--- src/rtl/decoder_3to8_reg.sv ---
// ============================================================================
// decoder_3to8_reg
//
// Registered 3-to-8 one-hot decoder with an active-high enable. The 3-bit
// select code is turned into a one-hot line vector and captured in a single
// output register, so downstream logic sees a glitch-free select bus with one
// clock of latency and no combinational path from the inputs.
//
// Parameters:
//   ACTIVE_LOW  0: selected line is 1, all others 0 (idle value 8'h00)
//               1: whole vector inverted, selected line is 0 (idle 8'hFF)
//
// Ports:
//   clk     in   1  system clock, rising edge
//   rst_n   in   1  asynchronous active-low reset, forces y to the idle value
//   a       in   3  select code 0..7
//   enable  in   1  decode enable, active-high; when low no line is active
//   y       out  8  registered select vector, bit i corresponds to code i
// ============================================================================
module decoder_3to8_reg #(
    parameter bit ACTIVE_LOW = 1'b0
) (
    input  logic       clk,
    input  logic       rst_n,
    input  logic [2:0] a,
    input  logic       enable,
    output logic [7:0] y
);

    // Value of y when no line is selected; also the reset value.
    localparam logic [7:0] IDLE_VALUE = ACTIVE_LOW ? 8'hFF : 8'h00;

    logic [7:0] decode_d;
    logic [7:0] y_d;
    logic [7:0] y_q;

    // Active-high one-hot decode: a single bit set at position a while
    // enabled, nothing set otherwise. Polarity is applied afterwards so the
    // decode itself is independent of ACTIVE_LOW.
    always_comb begin
        decode_d = 8'h00;
        if (enable) begin
            decode_d[a] = 1'b1;
        end
    end

    // Output polarity. Inverting the whole vector keeps the one-hot property
    // in the active-low sense (exactly one 0 while enabled).
    always_comb begin
        y_d = decode_d;
        if (ACTIVE_LOW) begin
            y_d = ~decode_d;
        end
    end

    // The only state in the block. Reset drops any decode in flight and
    // parks the bus at its idle value immediately.
    always_ff @(posedge clk or negedge rst_n) begin
        if (!rst_n) begin
            y_q <= IDLE_VALUE;
        end else begin
            y_q <= y_d;
        end
    end

    assign y = y_q;

endmodule

--- config.mk ---
export PLATFORM = sky130hd
export DESIGN_NAME = decoder_3to8_reg
export DESIGN_NICKNAME = d
export VERILOG_FILES = /design/src/rtl/decoder_3to8_reg.sv
export SDC_FILE = /design/constraint.sdc
export NUM_CORES = 1
export LEC_CHECK = 0
export BUFFER_PORTS_ARGS = -buffer_cell sky130_fd_sc_hd__buf_2
export CORE_AREA = 2 2 39 41
export CTS_BUF_LIST = sky130_fd_sc_hd__clkbuf_4 sky130_fd_sc_hd__clkbuf_8 sky130_fd_sc_hd__clkbuf_16
export DETAILED_ROUTE_END_ITERATION = 10
export DIE_AREA = 0 0 41 43
export GPL_ROUTABILITY_DRIVEN = 0
export GPL_TIMING_DRIVEN = 1
export PLACE_DENSITY = 0.52
export REMOVE_ABC_BUFFERS = 1
export SLEW_MARGIN = 25
export SYNTH_ARGS = -nofsm -noshare
export SYNTH_HDL_FRONTEND = slang
export SYNTH_SLANG_ARGS = --single-unit
--- constraint.sdc ---
create_clock -name clk -period 1 [get_ports clk]
set_clock_uncertainty 0.15 [all_clocks]
set_input_delay 0 -clock clk [delete_from_list [all_inputs] [get_ports clk]]
set_output_delay 0 -clock clk [all_outputs]
set_load 0.005 [all_outputs]
==> summary.md <==
| Metric | Value |
|---|---|
| Synth top area share | 67.51% |
| Fraction of layout cells with a size suffix above 1 | 63.16% |
| Hold Violations, Final | 0 |
| Most instantiated cells after synthesis | dfrtp_1, and4b_2, and4bb_2 |
| Starting DRT DRC Count | 2 |
| Antenna violations before repair | 0 |
| CTS clk-pin slew, worst paths | 0.04 ns |
| Hold Path Class | input port to register |
| Antenna violation net count after detailed routing | 0 |
| Clk buf depth | 2 |
| Critical Path Fanout Max | 8 |
| H-tree levels | 1 |
| Synth Register Bits | 8 |
| I/O pins | 14 |
| Slew Viols, Final | 0 |
| CP Class | input port to register |
| Number of synthesized flops with an enable pin | 0 |
| PD cells | 1345 mW/mm2 |
| Status | complete, no violations |
| First-pass GRT wire length | 759 um |
| Vias in the first global route | 191 |
| Via count | 220 |
| Synth-to-Final Area Change | 57.38% |
| Synth area leaders | dfrtp_1, and4bb_2, and4b_2 |
| Cell taking the most area after synthesis | dfrtp_1 |
| # rows | 14 |
| DRC errors left | 0 |
| Total gr overflow | 0 |
| Die Ht | 43 um |
| Finished Layout Cells | 54 |
| CP required | 0.97 ns |
| Max-cap viol count | 0 |
| Critical path cell sequence | dlygate4sd3_1 -> buf_2 -> and4bb_2 |
| Tcrit/Tclk final | 97.07% |
| Crit-path max cell delay | 0.52 ns |
| Dpl cells | 45 |
| Fillers | 149 |
| Area of the multi-input gates | 96.34 um2 |
| Max reg flops | 8 |
| Worst Setup End Kind | register |
| Syn Inst Count | 16 |
| Post-Syn Area | 296.5 um2 |
| Num CTS Buffers | 3 |
| Initial Util | 21.43% |
| Slowest stage cell, crit path | dlygate4sd3_1 |
| Arrival time worst endpoint | 0.94 ns |
| CTS Sinks | 8 |
| Core area | 0.001384 mm2 |
| Hold depth | 3 |
| Post-CTS setup buffer count | 0 |
| Most frequent cell after synthesis | dfrtp_1 |
| Worst VDD drop | 458.5 uV |
| Largest net degree at the start of global routing | 9 |
| Worst Hold Launch | a[0] |
| Unrepaired setup endpoints after global routing | false |
| Root buffer cell | clkbuf_4 |
| Setup WS pre-CTS | 0.3314 ns |
| Post-synth ARST share | 100.0% |
| Setup WS post-layout | 0.02935 ns |
| Post-route setup TNS | 0 ns |
| Gr usage total | 7.528% |
| Hold EP | y[0]$_DFF_PN0_ |
| Die Area | 0.001763 mm2 |
| Wire per inst | 9.852 um |
| Ys flop type | dfrtp_1 |
| DR pass1 iterations | 2 |
| Max-slew headroom | 86.38% |
| Final wirelength | 532 um |
| Startpoint types | input port |
| Layout Cell Area excl Fill | 466.7 um2 |
| Syn Area/Cell | 18.53 um2 |
| Vias/cell | 4.074 |
| Leak | 0.2457 nW |
| Antenna cell count | 0 |
| Die width | 41 um |
| CTS tree | yes |
| Warnings from Yosys | 0 |
| Min Tclk post-route | 0.9707 ns |
| Placed Area | 381.6 um2 |
| NumNets Final | 46 |
| Final Core Density | 33.73% |
| Sequential area share after synthesis | 67.51% |
| Slew at the pin closest to its max-slew limit | 0.2037 ns |
| # port buffers | 13 |
| FF+latch area | 200.2 um2 |
| Distinct cells, synth | 5 |
| Final setup violation count | 0 |
| Peak Freq | 1030 MHz |
-- power by group --
part / internal, mW / switching [mW] / leakage, nW
clock network: 0.136 / 0.0899 / 0.0138
logic: 0.0396 / 0.0283 / 0.122
registers: 0.333 / 0.00154 / 0.110
total: 0.508 / 0.120 / 0.246
-- logic make-up (layout without fill, tap and decap cells) --
family | after synthesis | after routing | synth area share, %
buf+inv | 0 | 22 | 0
simple gates | 8 | 8 | 32.49
flops | 8 | 8 | 67.51
-- per-layer routing --
layer  vias to the layer above  track usage, %  routed length [um]
met5                         -               0                   0
met4                         0           12.00                   0
met3                         0           3.141                  42
met2                        10           8.125                 264
met1                       100           8.054                 224
li1                        110               -                   -
-- worst max-delay path, delay by kind of cell --
family / cells / cell delay (ns)
simple gates: 1 / 0.26
buf+inv: 2 / 0.69
-- cells in the final DEF (no fill, tap or decap) --
cell type and n:
clkbuf_4 4, and4_2 1, and4b_2 3, and4bb_2 3
buf_2 12, dfrtp_1 8, nor4b_2 1, dlygate4sd3_1 6
-- repair_timing --
item / 4_1_cts / 5_1_grt
resized for setup: 0 / 1
hold endpoints to repair: 14 / 0
hold buffers: 6 / 0
setup endpoints to repair: 0 / 8
-- worst max path at each step --
| stage | startpoint | endpoint | slack, ns | cells past startpoint |
|---|---|---|---|---|
| 6_report | a[2] | y[2]$_DFF_PN0_ | 0.03 | 3 |
| 5_1_grt | a[1] | y[4]$_DFF_PN0_ | 0.009 | 3 |
| 4_1_cts | rst_n | y[0]$_DFF_PN0_ | 0.03 | 3 |
| 3_5_place_dp | a[1] | y[4]$_DFF_PN0_ | 0.33 | 2 |
| 3_3_place_gp | a[2] | y[1]$_DFF_PN0_ | 0.34 | 2 |
| 2_1_floorplan | y[0]$_DFF_PN0_ | y[0] | 0.50 | 0 |
-- per-stage QoR --
stage | total power, mW | hold WS [ns]
2_1_floorplan | 0.3538 | -0.4456
3_3_place_gp | 0.3868 | -0.3085
3_5_place_dp | 0.3887 | -0.3084
4_1_cts | 0.6363 | 0.3794
5_1_grt | 0.6663 | 0.4066
6_report | 0.6279 | 0.3922
-- final cells by class --
cell class / instances / share of cell area [%]
Multi-Input combinational cell: 8 / 20.64
Timing Repair Buffer: 19 / 27.35
Tap cell: 16 / 4.290
Sequential cell: 8 / 42.90
Clock buffer: 3 / 4.826
No activity file was read; power rests on OpenSTA's default activity.
